$ cat config.mk
export PLATFORM = sky130hd
export DESIGN_NAME = tdm_demux_1to8_flat
export DESIGN_NICKNAME = d
export VERILOG_FILES = /design/src/rtl/tdm_pkg.sv /design/src/rtl/tdm_demux_1to8_if.sv /design/src/rtl/tdm_slot_counter.sv /design/src/rtl/tdm_demux_1to8.sv /design/src/flat_wrapper.sv
export SDC_FILE = /design/constraint.sdc
export NUM_CORES = 1
export LEC_CHECK = 0
export BUFFER_PORTS_ARGS = -buffer_cell sky130_fd_sc_hd__buf_4
export CAP_MARGIN = 15
export CORE_MARGIN = 5
export CORE_UTILIZATION = 30
export CTS_BUF_LIST = sky130_fd_sc_hd__clkbuf_8
export CTS_CLUSTER_DIAMETER = 150
export CTS_CLUSTER_SIZE = 16
export DETAILED_ROUTE_END_ITERATION = 10
export PLACE_DENSITY = 0.58
export SYNTH_ARGS = -nofsm -noshare
export SYNTH_HDL_FRONTEND = slang
export SYNTH_SLANG_ARGS = --single-unit
$ cat constraint.sdc
create_clock -name clk -period 2 [get_ports clk]
set_input_delay 0.2 -clock clk [delete_from_list [all_inputs] [get_ports clk]]
set_output_delay 0.2 -clock clk [all_outputs]
set_load 0.01 [all_outputs]
$ cat src/rtl/tdm_pkg.sv
// rtl/tdm_pkg.sv - shared types and frame-length helper for the TDM demux (TDM_DEMUX_PARITY_EN adds a parity slot)
package tdm_pkg;

    typedef enum logic {
        TDM_HUNT = 1'b0,
        TDM_RECV = 1'b1
    } tdm_state_t;

    localparam int TDM_N_CH_DEFAULT = 8;

`ifdef TDM_DEMUX_PARITY_EN
    localparam int TDM_PARITY_SLOTS = 1;
`else
    localparam int TDM_PARITY_SLOTS = 0;
`endif

    // Slots per frame: one per channel plus the optional parity slot.
    function automatic int tdm_frame_len(input int n_ch);
        return n_ch + TDM_PARITY_SLOTS;
    endfunction

endpackage

$ cat src/rtl/tdm_demux_1to8_if.sv
// rtl/tdm_demux_1to8_if.sv - serial slot input and recovered-word output bundle
interface tdm_demux_1to8_if
    import tdm_pkg::*;
#(
    parameter int N_CH  = TDM_N_CH_DEFAULT,
    parameter int SEL_W = $clog2(N_CH)
);
    logic             in_valid;
    logic             in_bit;
    logic             frame_sync;
    logic [N_CH-1:0]  out;
    logic             out_valid;
    logic [SEL_W-1:0] sel;
    logic             sync_err;
    logic             parity_err;

    modport slave (
        input  in_valid, in_bit, frame_sync,
        output out, out_valid, sel, sync_err, parity_err
    );

    modport master (
        output in_valid, in_bit, frame_sync,
        input  out, out_valid, sel, sync_err, parity_err
    );
endinterface

$ cat src/rtl/tdm_slot_counter.sv
// rtl/tdm_slot_counter.sv - modulo-frame-length slot counter with clear, load-to-1 and increment
module tdm_slot_counter #(
    parameter int FRAME_LEN = 8,
    parameter int CNT_W     = $clog2(FRAME_LEN)
) (
    input  logic             clk,
    input  logic             rst_n,
    input  logic             clr,
    input  logic             load1,
    input  logic             inc,
    output logic [CNT_W-1:0] slot,
    output logic             last
);
    localparam logic [CNT_W-1:0] LAST_SLOT = CNT_W'(FRAME_LEN - 1);

    assign last = (slot == LAST_SLOT);

    // Slot index: clear wins over load, load wins over increment; wraps after the last slot.
    always_ff @(posedge clk or negedge rst_n) begin
        if (!rst_n) begin
            slot <= '0;
        end else if (clr) begin
            slot <= '0;
        end else if (load1) begin
            slot <= CNT_W'(1);
        end else if (inc) begin
            slot <= last ? '0 : slot + CNT_W'(1);
        end
    end
endmodule

$ cat src/rtl/tdm_demux_1to8.sv
// rtl/tdm_demux_1to8.sv - 1:N TDM demultiplexer with frame-sync alignment (TDM_DEMUX_PARITY_EN enables parity slot)
module tdm_demux_1to8
    import tdm_pkg::*;
#(
    parameter int N_CH  = TDM_N_CH_DEFAULT,
    parameter int SEL_W = $clog2(N_CH)
) (
    input  logic               clk,
    input  logic               rst_n,
    tdm_demux_1to8_if.slave    bus
);
    localparam int FRAME_LEN = tdm_frame_len(N_CH);
    localparam int CNT_W     = $clog2(FRAME_LEN);

    tdm_state_t       state;
    logic [N_CH-1:0]  shadow;
    logic [N_CH-1:0]  merged;
    logic [N_CH-1:0]  out_q;
    logic             out_valid_q;
    logic             sync_err_q;
    logic [CNT_W-1:0] slot;
    logic [SEL_W-1:0] slot_lo;
    logic             slot_last;
    logic             at_slot0;
    logic             cnt_clr;
    logic             cnt_load1;
    logic             cnt_inc;

    assign slot_lo  = slot[SEL_W-1:0];
    assign at_slot0 = (slot == '0);

    tdm_slot_counter #(
        .FRAME_LEN (FRAME_LEN),
        .CNT_W     (CNT_W)
    ) u_slot_counter (
        .clk   (clk),
        .rst_n (rst_n),
        .clr   (cnt_clr),
        .load1 (cnt_load1),
        .inc   (cnt_inc),
        .slot  (slot),
        .last  (slot_last)
    );

    // Counter steering: any accepted sync beat restarts at slot 1, a missing sync at slot 0 returns to 0.
    always_comb begin
        cnt_clr   = 1'b0;
        cnt_load1 = 1'b0;
        cnt_inc   = 1'b0;
        if (bus.in_valid) begin
            if (bus.frame_sync) begin
                cnt_load1 = 1'b1;
            end else if (state == TDM_RECV) begin
                if (at_slot0) begin
                    cnt_clr = 1'b1;
                end else begin
                    cnt_inc = 1'b1;
                end
            end
        end
    end

    // Shadow word with the current beat's bit dropped into its slot, used for the final data slot.
    always_comb begin
        merged          = shadow;
        merged[slot_lo] = bus.in_bit;
    end

`ifdef TDM_DEMUX_PARITY_EN
    logic parity_err_q;
`endif

    // Framing FSM, shadow capture and registered outputs/pulses.
    always_ff @(posedge clk or negedge rst_n) begin
        if (!rst_n) begin
            state       <= TDM_HUNT;
            shadow      <= '0;
            out_q       <= '0;
            out_valid_q <= 1'b0;
            sync_err_q  <= 1'b0;
`ifdef TDM_DEMUX_PARITY_EN
            parity_err_q <= 1'b0;
`endif
        end else begin
            out_valid_q <= 1'b0;
            sync_err_q  <= 1'b0;
`ifdef TDM_DEMUX_PARITY_EN
            parity_err_q <= 1'b0;
`endif
            if (bus.in_valid) begin
                case (state)
                    TDM_HUNT: begin
                        if (bus.frame_sync) begin
                            shadow[0] <= bus.in_bit;
                            state     <= TDM_RECV;
                        end
                    end
                    TDM_RECV: begin
                        if (bus.frame_sync) begin
                            // Sync anywhere but slot 0 abandons the partial frame and restarts here.
                            shadow[0] <= bus.in_bit;
                            if (!at_slot0) begin
                                sync_err_q <= 1'b1;
                            end
                        end else if (at_slot0) begin
                            sync_err_q <= 1'b1;
                            state      <= TDM_HUNT;
                        end else if (slot_last) begin
`ifdef TDM_DEMUX_PARITY_EN
                            out_q        <= shadow;
                            out_valid_q  <= 1'b1;
                            parity_err_q <= ((^shadow) != bus.in_bit);
`else
                            out_q       <= merged;
                            out_valid_q <= 1'b1;
`endif
                        end else begin
                            shadow[slot_lo] <= bus.in_bit;
                        end
                    end
                    default: state <= TDM_HUNT;
                endcase
            end
        end
    end

    assign bus.out       = out_q;
    assign bus.out_valid = out_valid_q;
    assign bus.sync_err  = sync_err_q;

`ifdef TDM_DEMUX_PARITY_EN
    // The parity slot is the only index past N_CH-1, so it reads as the last data slot.
    assign bus.sel        = slot_last ? SEL_W'(N_CH - 1) : slot_lo;
    assign bus.parity_err = parity_err_q;
`else
    assign bus.sel        = slot_lo;
    assign bus.parity_err = 1'b0;
`endif

endmodule

$ cat src/flat_wrapper.sv
// flat-port wrapper written by rule: the top's interface ports become plain ports
module tdm_demux_1to8_flat import tdm_pkg::*;
#(
    parameter int N_CH  = TDM_N_CH_DEFAULT,
    parameter int SEL_W = $clog2(N_CH)
)
  (clk, rst_n, bus_in_valid, bus_in_bit, bus_frame_sync, bus_out, bus_out_valid, bus_sel, bus_sync_err, bus_parity_err);
  tdm_demux_1to8_if #(.N_CH(N_CH), .SEL_W(SEL_W)) bus_i ();
  input  logic clk;
  input  logic rst_n;
  input wire logic [$bits(bus_i.in_valid)-1:0] bus_in_valid;
  input wire logic [$bits(bus_i.in_bit)-1:0] bus_in_bit;
  input wire logic [$bits(bus_i.frame_sync)-1:0] bus_frame_sync;
  output wire logic [$bits(bus_i.out)-1:0] bus_out;
  output wire logic [$bits(bus_i.out_valid)-1:0] bus_out_valid;
  output wire logic [$bits(bus_i.sel)-1:0] bus_sel;
  output wire logic [$bits(bus_i.sync_err)-1:0] bus_sync_err;
  output wire logic [$bits(bus_i.parity_err)-1:0] bus_parity_err;
  assign bus_i.in_valid = bus_in_valid;
  assign bus_i.in_bit = bus_in_bit;
  assign bus_i.frame_sync = bus_frame_sync;
  assign bus_out = bus_i.out;
  assign bus_out_valid = bus_i.out_valid;
  assign bus_sel = bus_i.sel;
  assign bus_sync_err = bus_i.sync_err;
  assign bus_parity_err = bus_i.parity_err;
  tdm_demux_1to8 #(.N_CH(N_CH), .SEL_W(SEL_W)) u_core (.clk(clk), .rst_n(rst_n), .bus(bus_i));
endmodule
## Word-level counts from Yosys, hierarchy flattened

Cells that the tools add are included.

- Flip-flop bits (word level): 22
- Input port bits: 5
- Logic and storage cells: 56

- $add $sub $neg: 1
- Magnitude comparators: 2
- Eq/ne operators: 4
- Muxes and demuxes: 32
- Bitwise gates (word level): 4
- Reduce and logical (&&, ||, !) cells: 6

Operators by type and width:

| kind | number |
|---|---|
| 1-bit 2-to-1 mux | 24 |
| 3-bit 2-to-1 mux | 4 |
| 5-bit AND reduction | 2 |
| 8-bit bitwise mux | 1 |
| 3-bit != test, second input constant | 2 |
| 3-bit by 4-bit less-than comparator with 1-bit output, second input constant | 1 |
| 1-bit NOT | 4 |
| 1-bit one-hot mux with 2 select lines | 2 |
| 4-bit AND reduction | 1 |
| 3-bit by 1-bit adder with 3-bit output, second input constant | 1 |
| 1-bit demux with 3-bit select | 1 |
| 3-bit == test, second input constant | 1 |
| 3-bit by 1-bit >= comparator with 1-bit output, second input constant | 1 |
| 3-bit logical NOT | 1 |
| 3-bit nonzero test | 1 |
| 2-bit != test, second input constant | 1 |
| 1-bit logical AND | 1 |

## Longest topological paths before layout

- Depth after elaboration: 9
- Mapped depth: 9
- Depth with buffers taken out: 7

## Modules after synthesis

Synthesis repeated with hierarchy kept, for this count alone.

- Cell total of the unflattened synthesis: 95
- Area, all modules: 1118.6 µm²

By module, submodules not included:

| module | instances | cells each | area an instance (µm²) |
|---|---|---|---|
| tdm_demux_1to8 | 1 | 82 | 963.4 |
| tdm_slot_counter | 1 | 13 | 155.1 |

## Worst setup path before layout

Ideal clock, no wire load.

- Kind: reg-to-reg
- Start: register u_core.u_slot_counter.slot[1]
- End: register u_core.shadow[2]
- Arrival time: 2140 ps
- Data required time: 1873 ps
- Setup slack: -267 ps
- Cell stages (with the launch flop): 9
- Period minus slack after synthesis: 2267 ps
- Path through: dfrtp_1 clkbuf_1 inv_1 ha_1 nor2b_4 buf_6 a2111oi_4 nand3_1 mux2_1

- Word-level cells in the longest chain between the ends: 5
- Elaborated cells between the ends (all ways): 11

RTL lines:

| element | line | RTL |
|---|---|---|
| from (decl) | tdm_slot_counter.sv:11 | `output logic [CNT_W-1:0] slot,` |
| from (signal assigned) | tdm_slot_counter.sv:27 | `slot <= last ? '0 : slot + CNT_W'(1);` |
| 3-bit by 4-bit less-than comparator with 1-bit output (implied by the code) / 3-bit by 1-bit >= comparator with 1-bit output (equally long branches) | tdm_demux_1to8.sv:118 | `shadow[slot_lo] <= bus.in_bit;` |
| 1-bit logical AND (implied by the code) | tdm_demux_1to8.sv:118 |  |
| 1-bit 2-to-1 mux (implied by the code) | tdm_demux_1to8.sv:118 |  |
| 1-bit demux with 3-bit select | - |  |
| 8-bit bitwise mux | tdm_demux_1to8.sv:118 |  |
| to (signal, indexed assignment) | tdm_demux_1to8.sv:118 |  |
| to (decl) | tdm_demux_1to8.sv:16 | `logic [N_CH-1:0] shadow;` |

Several ways; a longest one is shown, not always the timed one.
A chain may end at the register's enable or synchronous reset.

## Worst setup path after layout

- Start: register u_core.u_slot_counter.slot[0]
- End: register u_core.shadow[2]

The elaborated chain is that of the path after synthesis.

==> qor.yml <==
final_layout:
  finalNonFillerCells: 179
  diodes: 0
  drive_above_1_share_pct: 30.5
  nets: 141
  fill_cells: 386
  area_growth_pct: 23.3
logic_synthesis:
  synth_top_flop_cell: "dfrtp_1"
  synth_top_area_share_pct: 47.5
  syn-cell-area_mm2: 0.00116
  synth_seq_area_share_pct: 47.5
  synth.largest_area_cell: "dfrtp_1"
  synth_edf_count: 0
  synthTopCellsByArea: "dfrtp_1 48%, mux2i_1 6.9%, a21oi_1 5.2%, ha_1 4.3%, nor2_1 3.9%"
  ys_warn_count: 0
  syn_nets: 120
  synth_cell_type_count: 30
  avgSynthCellArea_um2: 10.4
  ys_async_sr_fraction_pct: 100
  ys_ff_latch: 22
  synth_cells: 111
setup_path:
  critical_path_class: "flip-flop to flip-flop"
  cp_top_family: "flip-flops"
  r2r_setup_slack_ps: 160
  path_cells: "inv_4 > ha_4 > nor2b_4 > a2111oi_4 > nand3_1 > mux2_4"
  arrival_ps: 1990
  critPathLaunchType: "flip-flop"
  r2r_start: "u_core.u_slot_counter.slot[0]"
  slowest_stage: "dfrtp_1"
  cp_num_buf_inv: 1
  crit_required_ps: 2150
  critPathMaxStageDelay_ps: 450
  end_kind: "flip-flop"
  startpoint: "u_core.u_slot_counter.slot[0]"
  cp_max_fo: 6
floorplanning:
  pin_count: 19
  core-area_mm2: 0.00369
  die-area_mm2: 0.00520
  fp-row-count: 22
  start_util_pct: 31.4
  dieHeight_um: 72.1
  die_x_um: 72.1
grt:
  grt-ovfl-total: 0
  antenna_found_initial: 0
  grt_start_max_net_pins: 23
  grt_pass1_wl_um: 4020
  groute.usage.overall_pct: 9.98
  grt_pass1_vias: 848
detailed_routing:
  vias: 831
  antenna_left: 0
  drc: 0
  wl_met3_um: 64
  wire_per_inst_um: 12.5
  top_layer: "met4"
  wl_um: 2240
  met1Wirelength_um: 1030
  viasPerCell: 4.64
  met2_length_um: 1110
  drt_iter0_drc: 16
  firstDrtPassIters: 4
power_and_ir_drop:
  pwr-share-clk_pct: 18.1
  power.switching_uw: 622
  p_leak_nw: 0.676
  ir_worst_vdd_mv: 0.542
  seqPwrFrac_pct: 38.8
  total_power_mw: 1.75
  comb_power_share_pct: 43.1
  powerDensity_mw_per_mm2: 1230
  p_int_mw: 1.13
  netSwitchingFraction_pct: 35.5
clock_tree:
  numClockSinks: 22
  clock_path_buffers: 2
  post_cts_buffers: 0
  insertion_delay_ps: 260
  cts_root_buffer: "clkbuf_8"
  clk_pin_slew_ps: 80
  cts_max_level: 1
  cts_buffers: 3
  cts_tree: "yes"
sta:
  finalHoldViolCount: 0
  hold_ws_ps: 179
  skew_ps: 5.90
  report.final.slew_viol_count: 0
  period_minus_slack_ps: 1840
  setup_violations: 0
  rsz0062_at_grt: "false"
  fin_crit_sh_pct: 92.0
  fmax_ghz: 0.543
  setup_ws_ps: 159
placement:
  dp_cells: 174
  hpwlAfterDp_um: 1720
  place_congestion: 0.780
  pre_cts_slack_ps: 134
  portBuffers: 17
job:
  max_cap_violations: 0
status:
  status: "finished, final reports clean"
hold_path:
  hold_class: "input port to flip-flop"
  min_from: "bus_in_valid"
[logic make-up after synthesis]
kind of cell    Yosys count  share of synthesized area [%]
fa+ha+maj                 4                           4.32
other cells               1                          0.324
flops                    22                           47.5
buf+inv                  12                           5.61
simple gates             39                           18.5
mux                      14                           12.7
compound gates           19                           11.0
[final timing paths]
kind / to / cells past startpoint
setup / recovery: u_core.shadow[2] / 6
hold / removal: u_core.state / 2
setup reg to reg: u_core.shadow[2] / 6
hold reg to reg: u_core.shadow[6] / 1
max in group asynchronous: u_core.u_slot_counter.slot[1] / 2
min in group asynchronous: u_core.shadow[1] / 2
[cell usage after synthesis (2+ instances only)]
cell	number
a21oi_1	12
buf_6	2
clkbuf_1	4
dfrtp_1	22
ha_1	4
inv_1	4
mux2_1	3
mux2_2	3
mux2i_1	8
nand2_1	8
nand3_1	4
nor2_1	12
nor2b_1	2
nor3_1	5
nor3b_1	2
o21ai_0	2
[per-layer routing]
metal	track usage, %	vias up
li1	-	422
met1	12.1	394
met5	0	-
met3	2.22	2
met4	5.01	0
met2	16.6	13
[layout by cell type (no fill, tap or decap), types with 2 or more instances in the layout]
| cell type | n |
|---|---|
| buf_4 | 23 |
| a21oi_1 | 12 |
| nand3_1 | 4 |
| nand2_1 | 8 |
| clkbuf_8 | 4 |
| inv_4 | 2 |
| nor3_1 | 5 |
| inv_1 | 2 |
| o21ai_0 | 2 |
| ha_1 | 3 |
| nor3b_1 | 2 |
| nor2b_1 | 2 |
| dfrtp_1 | 21 |
| mux2i_1 | 8 |
| mux2_2 | 3 |
| nor2_1 | 12 |
| mux2_1 | 2 |
[area by class of cell]
type                    count  area (um^2)  share of cell area, %
flip-flops and latches     22          552                   38.6
repair buffers             24          183                   12.8
well taps                  48         60.1                   4.20
multi-input cells          77          559                   39.1
clock buffers               4         55.1                   3.85
inverters                   4         20.0                   1.40
[repair_timing]
item,CTS,global route
endpoints found under the setup margin,0,0
hold endpoints to repair,22,0
hold buffers,1,0
resized for setup,0,0
[stage by stage]
step                      util (%)  TNS, ps  instance area (um^2)
after detailed placement      37.0        0                  1360
final                         38.7        0                  1430
after global placement        37.0        0                  1360
after CTS                     38.7        0                  1430
after global routing          38.7        0                  1430
after floorplan                  -    -17.6                  1200
[power by group through the flow]
stage	Clock [mW]	Sequential [mW]	Combinational, mW
global route	0.346	0.703	0.840
finish	0.317	0.679	0.755
detailed placement	0	0.687	0.768
CTS	0.330	0.682	0.770
global placement	0	0.678	0.750
floorplan	0	0.688	0.570
[state kept, by name (all words and copies together) (netlist names)]
| signal | count |
|---|---|
| u_core.bus.out_valid | 1 |
| u_core.bus.out | 8 |
| u_core.shadow | 8 |
| u_core.state | 1 |
| u_core.u_slot_counter.slot | 3 |
| u_core.bus.sync_err | 1 |
Power figures use the tool's default switching activity.
